--- config.mk ---
export PLATFORM = sky130hd
export DESIGN_NAME = note_sequencer_flat
export DESIGN_NICKNAME = d
export VERILOG_FILES = /design/src/rtl/note_sequencer_if.sv /design/src/rtl/note_sequencer.sv /design/src/flat_wrapper.sv
export SDC_FILE = /design/constraint.sdc
export NUM_CORES = 1
export LEC_CHECK = 0
export CAP_MARGIN = 20
export CORE_UTILIZATION = 55
export CTS_CLUSTER_DIAMETER = 150
export DETAILED_ROUTE_END_ITERATION = 10
export HOLD_SLACK_MARGIN = 0.02
export PLACE_DENSITY = 0.82
export SETUP_SLACK_MARGIN = 0.15
export SYNTH_ARGS = -nofsm -noshare
export SYNTH_HDL_FRONTEND = slang
export SYNTH_SLANG_ARGS = --single-unit
--- constraint.sdc ---
create_clock -name clk -period 3.7 [get_ports clk]
set_input_delay 0.555 -clock clk [delete_from_list [all_inputs] [get_ports clk]]
set_output_delay 0.555 -clock clk [all_outputs]
set_load 0.02 [all_outputs]
--- src/rtl/note_sequencer_if.sv ---
// Melody ROM bus between the note sequencer and its synchronous melody ROM.
// rom_data is expected one clk after rom_addr changes.
interface note_sequencer_if #(
    parameter int ADDR_W = 5
);
    logic [ADDR_W-1:0] rom_addr;
    logic [11:0]       rom_data;

    modport master (
        output rom_addr,
        input  rom_data
    );

    modport slave (
        input  rom_addr,
        output rom_data
    );
endinterface

--- src/rtl/note_sequencer.sv ---
// Melody sequencer: walks note words in a synchronous ROM and drives the square-wave
// synthesiser's half-period and gate, with beat-based durations and an end-of-note gap.
module note_sequencer #(
    parameter int ADDR_W   = 5,
    parameter int BEAT_DIV = 50000,
    parameter int GAP      = 2000
) (
    input  logic                clk,
    input  logic                rst_n,
    input  logic                start,
    input  logic                stop,
    input  logic                loop,
    note_sequencer_if.master    rom,
    output logic [6:0]          hp,
    output logic                active,
    output logic                playing,
    output logic                beat,
    output logic                done
);

    localparam int CTR_W = (BEAT_DIV > 2) ? $clog2(BEAT_DIV) : 1;
    localparam logic [CTR_W-1:0] CTR_LAST  = CTR_W'(BEAT_DIV - 1);
    // One extra bit so that GAP=0 (threshold == BEAT_DIV) never matches.
    localparam logic [CTR_W:0]   GAP_START = (CTR_W + 1)'(BEAT_DIV - GAP);

    typedef enum logic [1:0] {
        ST_IDLE  = 2'd0,
        ST_FETCH = 2'd1,
        ST_LOAD  = 2'd2,
        ST_PLAY  = 2'd3
    } state_t;

    state_t              state_r;
    state_t              state_nx_s;
    logic [ADDR_W-1:0]   addr_r;
    logic [6:0]          hp_r;
    logic [3:0]          beats_left_r;
    logic [CTR_W-1:0]    beat_ctr_r;
    logic                playing_r;
    logic                beat_r;
    logic                done_r;

    logic                eos_s;
    logic [6:0]          rom_hp_s;
    logic [3:0]          rom_dur_s;
    logic                wrap_s;
    logic                last_beat_s;
    logic                in_gap_s;

    assign eos_s       = rom.rom_data[11];
    assign rom_hp_s    = rom.rom_data[10:4];
    assign rom_dur_s   = rom.rom_data[3:0];
    assign wrap_s      = (beat_ctr_r == CTR_LAST);
    assign last_beat_s = (beats_left_r == 4'd0);
    assign in_gap_s    = last_beat_s && ({1'b0, beat_ctr_r} >= GAP_START);

    assign rom.rom_addr = addr_r;
    assign hp           = hp_r;
    assign playing      = playing_r;
    assign beat         = beat_r;
    assign done         = done_r;

    // State register.
    always_ff @(posedge clk or negedge rst_n) begin
        if (!rst_n) begin
            state_r <= ST_IDLE;
        end else begin
            state_r <= state_nx_s;
        end
    end

    // Next-state decode; stop always wins and returns to IDLE.
    always_comb begin
        state_nx_s = state_r;
        case (state_r)
            ST_IDLE: begin
                if (start && !stop) begin
                    state_nx_s = ST_FETCH;
                end else begin
                    state_nx_s = ST_IDLE;
                end
            end
            ST_FETCH: begin
                if (stop) begin
                    state_nx_s = ST_IDLE;
                end else begin
                    state_nx_s = ST_LOAD;
                end
            end
            ST_LOAD: begin
                if (stop) begin
                    state_nx_s = ST_IDLE;
                end else if (eos_s) begin
                    if (loop) begin
                        state_nx_s = ST_FETCH;
                    end else begin
                        state_nx_s = ST_IDLE;
                    end
                end else begin
                    state_nx_s = ST_PLAY;
                end
            end
            ST_PLAY: begin
                if (stop) begin
                    state_nx_s = ST_IDLE;
                end else if (wrap_s && last_beat_s) begin
                    state_nx_s = ST_FETCH;
                end else begin
                    state_nx_s = ST_PLAY;
                end
            end
            default: begin
                state_nx_s = ST_IDLE;
            end
        endcase
    end

    // Datapath: address, note fields, beat timing and status pulses.
    always_ff @(posedge clk or negedge rst_n) begin
        if (!rst_n) begin
            addr_r       <= {ADDR_W{1'b0}};
            hp_r         <= 7'd0;
            beats_left_r <= 4'd0;
            beat_ctr_r   <= {CTR_W{1'b0}};
            playing_r    <= 1'b0;
            beat_r       <= 1'b0;
            done_r       <= 1'b0;
        end else begin
            playing_r <= (state_nx_s != ST_IDLE);
            beat_r    <= 1'b0;
            done_r    <= 1'b0;
            case (state_r)
                ST_IDLE: begin
                    if (start && !stop) begin
                        addr_r <= {ADDR_W{1'b0}};
                    end
                end
                ST_LOAD: begin
                    if (!stop) begin
                        if (eos_s) begin
                            if (loop) begin
                                addr_r <= {ADDR_W{1'b0}};
                            end else begin
                                done_r <= 1'b1;
                            end
                        end else begin
                            hp_r         <= rom_hp_s;
                            beats_left_r <= rom_dur_s;
                            beat_ctr_r   <= {CTR_W{1'b0}};
                        end
                    end
                end
                ST_PLAY: begin
                    if (!stop) begin
                        if (wrap_s) begin
                            beat_ctr_r <= {CTR_W{1'b0}};
                            beat_r     <= 1'b1;
                            if (last_beat_s) begin
                                addr_r <= addr_r + ADDR_W'(1);
                            end else begin
                                beats_left_r <= beats_left_r - 4'd1;
                            end
                        end else begin
                            beat_ctr_r <= beat_ctr_r + CTR_W'(1);
                        end
                    end
                end
                default: begin
                end
            endcase
        end
    end

    // Gate decoded from registered state only, so an async reset drops it at once.
    always_comb begin
        active = 1'b0;
        if ((state_r == ST_PLAY) && (hp_r != 7'd0) && !in_gap_s) begin
            active = 1'b1;
        end else begin
            active = 1'b0;
        end
    end

endmodule

--- src/flat_wrapper.sv ---
// flat-port wrapper written by rule: the top's interface ports become plain ports
module note_sequencer_flat 
#(
    parameter int ADDR_W   = 5,
    parameter int BEAT_DIV = 50000,
    parameter int GAP      = 2000
)
  (clk, rst_n, start, stop, loop, hp, active, playing, beat, done, rom_rom_addr, rom_rom_data);
  note_sequencer_if #(.ADDR_W(ADDR_W)) rom_i ();
  input  logic clk;
  input  logic rst_n;
  input  logic start;
  input  logic stop;
  input  logic loop;
  output logic [6:0] hp;
  output logic active;
  output logic playing;
  output logic beat;
  output logic done;
  output wire logic [$bits(rom_i.rom_addr)-1:0] rom_rom_addr;
  input wire logic [$bits(rom_i.rom_data)-1:0] rom_rom_data;
  assign rom_rom_addr = rom_i.rom_addr;
  assign rom_i.rom_data = rom_rom_data;
  note_sequencer #(.ADDR_W(ADDR_W), .BEAT_DIV(BEAT_DIV), .GAP(GAP)) u_core (.clk(clk), .rst_n(rst_n), .start(start), .stop(stop), .loop(loop), .rom(rom_i), .hp(hp), .active(active), .playing(playing), .beat(beat), .done(done));
endmodule
# After elaboration in Yosys (flattened, before gate mapping)
# Index checks and enable logic that the tools add are counted.
[classes]
n_addsub = 3
bitwise_logic = 2
n_mux = 35
reduce_logical = 17
order_cmp = 1
n_eq_ne = 13
[ops]
columns = ["op", "count"]
rows = [
  ["16-bit 2-to-1 mux", 4],
  ["5-bit 2-to-1 mux", 7],
  ["16-bit case mux with 2 select lines", 1],
  ["4-bit 2-to-1 mux", 5],
  ["16-bit by 1-bit adder with 16-bit output, second input constant", 1],
  ["16-bit == test, second input constant", 1],
  ["16-bit >= comparator, second input constant", 1],
  ["5-bit case mux with 3 select lines", 1],
  ["2-bit != test, second input constant", 6],
  ["1-bit 2-to-1 mux", 10],
  ["2-bit 2-to-1 mux", 5],
  ["2-bit case mux with 4 select lines", 1],
  ["4-bit case mux with 2 select lines", 1],
  ["8-bit AND reduction", 1],
  ["7-bit nonzero test", 1],
  ["2-bit by 1-bit != test with 1-bit output, second input constant", 3],
  ["6-bit AND reduction", 1],
  ["5-bit by 1-bit adder with 5-bit output, second input constant", 1],
  ["1-bit logical AND", 5],
  ["2-bit == test, second input constant", 2],
  ["4-bit logical NOT", 1],
  ["4-bit AND reduction", 1],
  ["2-bit nonzero test", 2],
  ["4-bit by 1-bit subtractor with 4-bit output, second input constant", 1],
  ["6 further kinds", 8],
]
[word_totals]
ff_bits = 37
elab_cells = 79
input_bits = 17

# Depth between registers and ports, before layout
# Gate-level depths: netlist (run 1).
[logic_depth]
word_depth = 6
ltp_mapped = 7
depth_no_buf = 7

# Worst setup path after synthesis (run 1)
# No wires, ideal clock.
[synth_path]
kind = "register to register"
from = "register u_core.beat_ctr_r[12]"
to = "register u_core.addr_r[4] (netlist: u_core.rom.rom_addr[4])"
required_ns = 3.631
period_less_slack_ns = 2.206
slack_ns = 1.494
stages_incl_launch_ff = 6
setup_ns = 0.069
arrival_time_ns = 2.136
path_buffers = 0
cell_sequence = "dfrtp_1 > or4_4 > nor4_4 > nand3_2 > or4_1 > nand3_1"
[synth_between]
elab_chain_len = 3
[synth_rtl]
columns = ["item", "line_no", "rtl"]
rows = [
  ["from (decl)", "note_sequencer.sv:38", "logic [CTR_W-1:0] beat_ctr_r;"],
  ["from (signal assigned)", "note_sequencer.sv:124", "beat_ctr_r <= {CTR_W{1'b0}};"],
  ["from (signal assigned)", "note_sequencer.sv:149", "beat_ctr_r <= {CTR_W{1'b0}};"],
  ["from (signal assigned)", "note_sequencer.sv:156", "beat_ctr_r <= {CTR_W{1'b0}};"],
  ["16-bit == test", "note_sequencer.sv:53", "assign wrap_s = (beat_ctr_r == CTR_LAST);"],
  ["2-bit by 1-bit != test with 1-bit output (no source line)", "-", ""],
  ["8-bit AND reduction (no source line)", "-", ""],
  ["to (signal assigned)", "note_sequencer.sv:121", "addr_r <= {ADDR_W{1'b0}};"],
  ["to (signal assigned)", "note_sequencer.sv:135", "addr_r <= {ADDR_W{1'b0}};"],
  ["to (signal assigned)", "note_sequencer.sv:142", "addr_r <= {ADDR_W{1'b0}};"],
  ["to (decl)", "note_sequencer.sv:35", "logic [ADDR_W-1:0] addr_r;"],
]
# No other way between the ends.
# A chain may end at the register's enable or synchronous reset.

# Worst setup path after layout (run 1)
[layout_path]
from = "register u_core.beats_left_r[0]"
to = "output active"
[layout_between]
elab_chain_len = 5
[layout_rtl]
columns = ["item", "line_no", "rtl"]
rows = [
  ["from (decl)", "note_sequencer.sv:37", "logic [3:0] beats_left_r;"],
  ["from (signal assigned)", "note_sequencer.sv:148", "beats_left_r <= rom_dur_s;"],
  ["from (signal assigned)", "note_sequencer.sv:161", "beats_left_r <= beats_left_r - 4'd1;"],
  ["4-bit logical NOT", "note_sequencer.sv:54", "assign last_beat_s = (beats_left_r == 4'd0);"],
  ["1-bit logical AND", "note_sequencer.sv:55", "assign in_gap_s = last_beat_s && ({1'b0, beat_ctr_r} >= GAP_START);"],
  ["1-bit logical NOT", "note_sequencer.sv:177", "if ((state_r == ST_PLAY) && (hp_r != 7'd0) && !in_gap_s) begin"],
  ["1-bit logical AND", "note_sequencer.sv:177", ""],
  ["1-bit 2-to-1 mux", "note_sequencer.sv:177", ""],
  ["to (decl)", "flat_wrapper.sv:16", "output logic active;"],
]
# No other way between the ends.

==> results_dict.tcl, run 1 <==
set metrics [dict create \
    status "completed" \
    dr.pass1.iters 4 \
    ff2ff_setup_slack_ns 1.16 \
    crit_start "u_core.beats_left_r[0]" \
    num_vias 1802 \
    path_clk_slew_ns 0.07 \
    hold_class "primary input to async pin" \
    required_ns 3.14 \
    final_area_um2 2450 \
    cellPowerDensity_nw_per_um2 440 \
    synth_edf_count 0 \
    ys.flop_type "dfrtp_1" \
    synth_area_um2 2030 \
    worst-r2r-cell-count 5 \
    cts_hold_buf 0 \
    period_share_pct 79.5 \
    drv_cap 0 \
    syn_inst 215 \
    place_congestion 0.837 \
    grt_max_degree 38 \
    ctsHtreeMaxLevel 2 \
    worst_slack_ns 0.760 \
    synth_area_per_cell_um2 9.43 \
    path_cells "inv_1, ha_1, nor3b_1, a31oi_1, clkdlybuf4s50_1" \
    boundaryPins 33 \
    root_buffer "clkbuf_8" \
    overflow 0 \
    die_w_um 62.7 \
    power_switching_uw 340 \
    yosysWarnings 0 \
    grt.total_usage_pct 24.9 \
    num_rows 21 \
    setup_viol 0 \
    wl_um 4440 \
    cts.path.max_buffers 2 \
    skew_ns 0.00578 \
    drive_above_1_share_pct 9.39 \
    leakage_nw 0.973 \
    hold_violations 0 \
    fin_nets 268 \
    critical_path.slowest_cell "nor3b_1" \
    areaGrowthSynthToFinish_pct 20.7 \
    max_stage_delay_ns 0.62 \
    synth-seq-area-share_pct 45.7 \
    r2r-start "u_core.beat_ctr_r[12]" \
    final_cells 291 \
    place_area_um2 2370 \
    viasPerCell 6.19 \
    irDropWorstVdd_v 0.000269 \
    tns_ns 0 \
    clkPwrFrac_pct 23.6 \
    dpl.hpwl_um 3110 \
    cp-start-kind "flop" \
    wl_per_cell_um 15.3 \
    dieArea_um2 3930 \
    post_cts_resized 0 \
    cts_tree "built" \
    crit_family "buffers and inverters" \
    insertion_delay_ns 0.28 \
    pwr-share-comb_pct 27.9 \
    max_freq_mhz 340 \
    hold-worst-slack_ns 0.346 \
    initial_core_util_pct 58.9 \
    dp_slack_ns 1.06 \
    antenna_found_initial 0 \
    dp_cells 285 \
    r2r_end "u_core.beats_left_r[3]" \
    rsz0062_at_grt "no" \
    finalMaxSlewViolations 0 \
    cp.arrival_ns 2.39 \
    ys_ff_latch 37 \
    cts_setup_buffers 0 \
    final_common_cell "dfrtp_1" \
    relSlewSlack_pct 37.6 \
    die_h_um 62.7 \
    internal-power_uw 738 \
    syn_nets 237 \
    grt_pass1_vias 1644 \
    crit_cells 5 \
    numCtsBuffers 5 \
    swShare_pct 31.6 \
    route.detailed.drc 0 \
    layout_common_cells "dfrtp_1 (37), clkdlybuf4s50_1 (31), nand2_1 (19)" \
    criticalPathCategory "flop to output port" \
    power_frac_seq_pct 48.6 \
    n_antenna_cell 0 \
    final_antenna_net_count 0 \
    end_kind "output port" \
    grt_pass1_wl_um 7600 \
    crit_buf_inv 2 \
    port_buffers 32 \
    fin_crit_ns 2.94 \
    synthDistinctLibCells 42 \
    drtIter0Drc 88 \
    path_max_fanout 5 \
    numClockSinks 37 \
    setup.worst_path.end "active" \
    async_flop_share_pct 100 \
    worst_pin_slew_ns 0.933 \
    coreArea_um2 3440 \
]
==> cells in the mapped netlist, drive strengths merged (2+ instances only) <==
cell,n,share of area (%)
a21oi,13,3.2
ha,5,3.1
nor3,6,1.5
clkbuf,9,1.7
nand2,19,3.5
nor3b,2,0.74
o41ai,2,0.86
nand3,16,4.2
mux2,9,5.0
or4,4,1.7
inv,6,1.1
nor4,3,1.7
a31oi,15,4.6
nor2,14,2.6
nand4,4,1.2
nor2b,3,0.93
and3,3,0.93
or2,3,0.93
nand2b,4,1.2
a21o,3,1.1
nand4b,2,0.86
o211ai,2,0.74
and2,2,0.62
dfrtp,37,46
o21ai,12,3.0
a41oi,4,1.7
==> sequential cells by signal, indices dropped and copies added, names as in the netlist <==
| signal | flops |
|---|---|
| u_core.beat | 1 |
| u_core.beat_ctr_r | 16 |
| u_core.beats_left_r | 4 |
| u_core.done | 1 |
| u_core.hp | 7 |
| u_core.playing | 1 |
| u_core.rom.rom_addr | 5 |
| u_core.state_r | 2 |
==> routing by layer <==
metal / share of wire, % / wire, um / GRT usage (%)
met5: 0 / 0 / 0
met4: 1.9 / 84 / 9.59
met3: 6.1 / 270 / 6.39
met2: 45 / 1980 / 38.0
met1: 47 / 2100 / 34.1
==> how the worst min path moves through the flow <==
stage,cells after the start,to,start,slack [ns]
after global placement,1,u_core.hp[2],u_core.hp[2],0.51
after global routing,1,u_core.playing,rst_n,0.43
after floorplan,0,u_core.beat,rst_n,0.26
final,1,u_core.playing,rst_n,0.35
after detailed placement,2,u_core.rom.rom_addr[4],u_core.rom.rom_addr[4],0.51
after CTS,1,u_core.playing,rst_n,0.38
==> cell families (layout without fill, tap and decap cells) <==
family | Yosys count | after routing | share of synthesized area [%]
adders and majority gates | 5 | 5 | 3.08
AOI/OAI and AO/OA | 60 | 60 | 19.2
DFF | 37 | 37 | 45.7
buffers and inverters | 15 | 45 | 2.78
and+or+nand+nor | 89 | 89 | 24.2
muxes | 9 | 9 | 5.00
==> cell type report <==
class,instances,area (um2)
Inverter,6,22.5
Tap cell,46,57.6
Multi-Input combinational cell,163,1050
Clock inverter,1,5.00
Fill cell,266,993
Clock buffer,5,68.8
Sequential cell,37,926
Timing Repair Buffer,33,323
==> power groups by stage <==
stage               Combinational (mW)  Clock [mW]  Sequential [mW]
finish                           0.300       0.254            0.524
global route                     0.326       0.282            0.534
CTS                              0.302       0.263            0.523
detailed placement               0.301           0            0.530
global placement                 0.293           0            0.527
floorplan                        0.136           0            0.561
==> through the flow <==
step	total power [mW]	utilization, %
after CTS	1.09	71.1
after global placement	0.820	69.0
final	1.08	71.1
after detailed placement	0.831	69.0
after global routing	1.14	71.1
after floorplan	0.697	-
Note: power is estimated with default switching activity, not from simulation.
==> run 2: changes to the inputs <==
--- a/config.mk
+++ b/config.mk
@@ -6,11 +6,11 @@
 export NUM_CORES = 1
 export LEC_CHECK = 0
 export CAP_MARGIN = 20
-export CORE_UTILIZATION = 55
+export CORE_UTILIZATION = 53
 export CTS_CLUSTER_DIAMETER = 150
 export DETAILED_ROUTE_END_ITERATION = 10
 export HOLD_SLACK_MARGIN = 0.02
-export PLACE_DENSITY = 0.82
+export PLACE_DENSITY = 0.79
 export SETUP_SLACK_MARGIN = 0.15
 export SYNTH_ARGS = -nofsm -noshare
 export SYNTH_HDL_FRONTEND = slang
==> constraint.sdc (replaced) <==
create_clock -name clk -period 2.9 [get_ports clk]
set_input_delay 0.435 -clock clk [delete_from_list [all_inputs] [get_ports clk]]
set_output_delay 0.435 -clock clk [all_outputs]
set_load 0.02 [all_outputs]
==> run 2 against run 1 <==
  * Cell area grew 4.0%
  * Combinational power grew 32%
  * Global-route usage grew 0.29 points
  * Sequential share of layout area shrank 1.5 points
==> results_dict.tcl, run 2 (same netlist as run 1, synthesis figures left out) <==
set metrics [dict create \
    finalMaxSlewViolations 0 \
    layout_common_cells "dfrtp_1 (37), clkdlybuf4s50_1 (32), nand2_1 (19)" \
    ctsHtreeMaxLevel 2 \
    place_area_um2 2430 \
    port_buffers 32 \
    pwr-share-comb_pct 25.8 \
    insertion_delay_ns 0.30 \
    power_frac_seq_pct 43.6 \
    hold_violations 0 \
    final_common_cell "dfrtp_1" \
    coreArea_um2 3660 \
    cts.path.max_buffers 2 \
    multiInputGateArea_um2 1050 \
    setup_viol 0 \
    hold_class "flop to flop" \
    irDropWorstVdd_v 0.000476 \
    grt_use_met2_pct 39.4 \
    initial_core_util_pct 55.4 \
    end_kind "output port" \
    wl_um 4560 \
    swShare_pct 30.2 \
    antenna_found_initial 0 \
    n_antenna_cell 0 \
    cp-start-kind "flop" \
    power_switching_uw 466 \
    grt.total_usage_pct 25.2 \
    criticalPathCategory "flop to output port" \
    clkPwrFrac_pct 30.6 \
    fin_crit_ns 2.59 \
    grt_max_degree 38 \
    final_antenna_net_count 0 \
    seq_area_um2 926 \
    leakage_nw 1.02 \
    boundaryPins 33 \
    drtIter0Drc 125 \
    post_cts_resized 0 \
    gr-usage-met3_pct 6.43 \
    drive_above_1_share_pct 11.9 \
    viasPerCell 6.02 \
    fin_nets 274 \
    internal-power_mw 1.07 \
    drv_cap 0 \
    route.detailed.drc 0 \
    die_h_um 63.9 \
    dpl.hpwl_um 3190 \
    path_clk_slew_ns 0.07 \
    root_buffer "clkbuf_8" \
    worstHoldPathCells 1 \
    num_rows 22 \
    final_area_um2 2550 \
    cp.arrival_ns 2.16 \
    place_congestion 0.909 \
    max_freq_mhz 386 \
    fill_cells 306 \
    worst-r2r-cell-count 5 \
    grt_pass1_wl_um 7880 \
    worst_pin_slew_ns 0.877 \
    grt-busiest-layer "met2" \
    numClockSinks 37 \
    dieArea_um2 4080 \
    numCtsBuffers 5 \
    num_vias 1813 \
    period_share_pct 89.4 \
    largest_register_ffs 16 \
    rsz0062_at_grt "no" \
    grt_use_met1_pct 33.4 \
    tns_ns 0 \
    cts_setup_buffers 0 \
    cts_hold_buf 0 \
    overflow 0 \
    regMostFlops "u_core.beat_ctr_r" \
    grt_pass1_vias 1677 \
    path_max_fanout 3 \
    required_ns 2.47 \
    status "completed" \
    areaGrowthSynthToFinish_pct 25.6 \
    cts_tree "built" \
    dr.pass1.iters 4 \
    relSlewSlack_pct 41.3 \
    cellPowerDensity_nw_per_um2 605 \
    wl_per_cell_um 15.1 \
    skew_ns 0.0150 \
    die_w_um 63.9 \
]
-- run 2: area by class of cell --
type | count | area share [%]
Clock inverter | 2 | 1.47
Timing Repair Buffer | 39 | 14.6
Tap cell | 48 | 2.36
Inverter | 6 | 0.884
Sequential cell | 37 | 36.3
Multi-Input combinational cell | 163 | 41.1
Clock buffer | 6 | 3.24
-- run 2: path summary, 6_finish.rpt --
check	startpoint	endpoint	slack, ns
min in group asynchronous	rst_n	u_core.playing	0.55
max in group asynchronous	rst_n	u_core.beat_ctr_r[13]	2.02
worst max register to register	u_core.beat_ctr_r[12]	u_core.rom.rom_addr[4]	0.70
worst min register to register	u_core.beat_ctr_r[6]	u_core.beat_ctr_r[6]	0.53
worst min-delay path	u_core.beat_ctr_r[6]	u_core.beat_ctr_r[6]	0.53
worst max-delay path	u_core.hp[2]	active	0.31
-- run 2: per-layer routing --
metal  wire length, um  vias to the layer above
met5                 0                        -
met4                57                        0
met3               278                        6
met2              2090                       60
met1              2140                      855
li1                  -                      892
-- run 2: power groups by stage --
stage	registers [mW]	clock network [mW]	logic (mW)
after floorplan	0.716	0	0.173
after CTS	0.671	0.481	0.400
after global placement	0.675	0	0.392
final	0.672	0.471	0.397
after detailed placement	0.681	0	0.396
after global routing	0.683	0.498	0.436
-- run 2: worst max-delay path, stage by stage, from the launching register on --
cell             delay (ns)
dfrtp_1                0.39
or4_1                  0.52
o41ai_1                0.32
a31oi_1                0.08
clkdlybuf4s50_1        0.55
-- run 2: stage by stage --
| stage | hold WS (ns) | instances | util (%) | worst slack (ns) | total power, mW |
|---|---|---|---|---|---|
| global placement | 0.509 | 293 | 66.3 | 0.661 | 1.07 |
| CTS | 0.533 | 301 | 69.6 | 0.262 | 1.55 |
| floorplan | 0.139 | 215 | - | 0.694 | 0.889 |
| detailed placement | 0.522 | 293 | 66.3 | 0.591 | 1.08 |
| finish | 0.532 | 301 | 69.6 | 0.309 | 1.54 |
| global route | 0.569 | 301 | 69.6 | 0.199 | 1.62 |
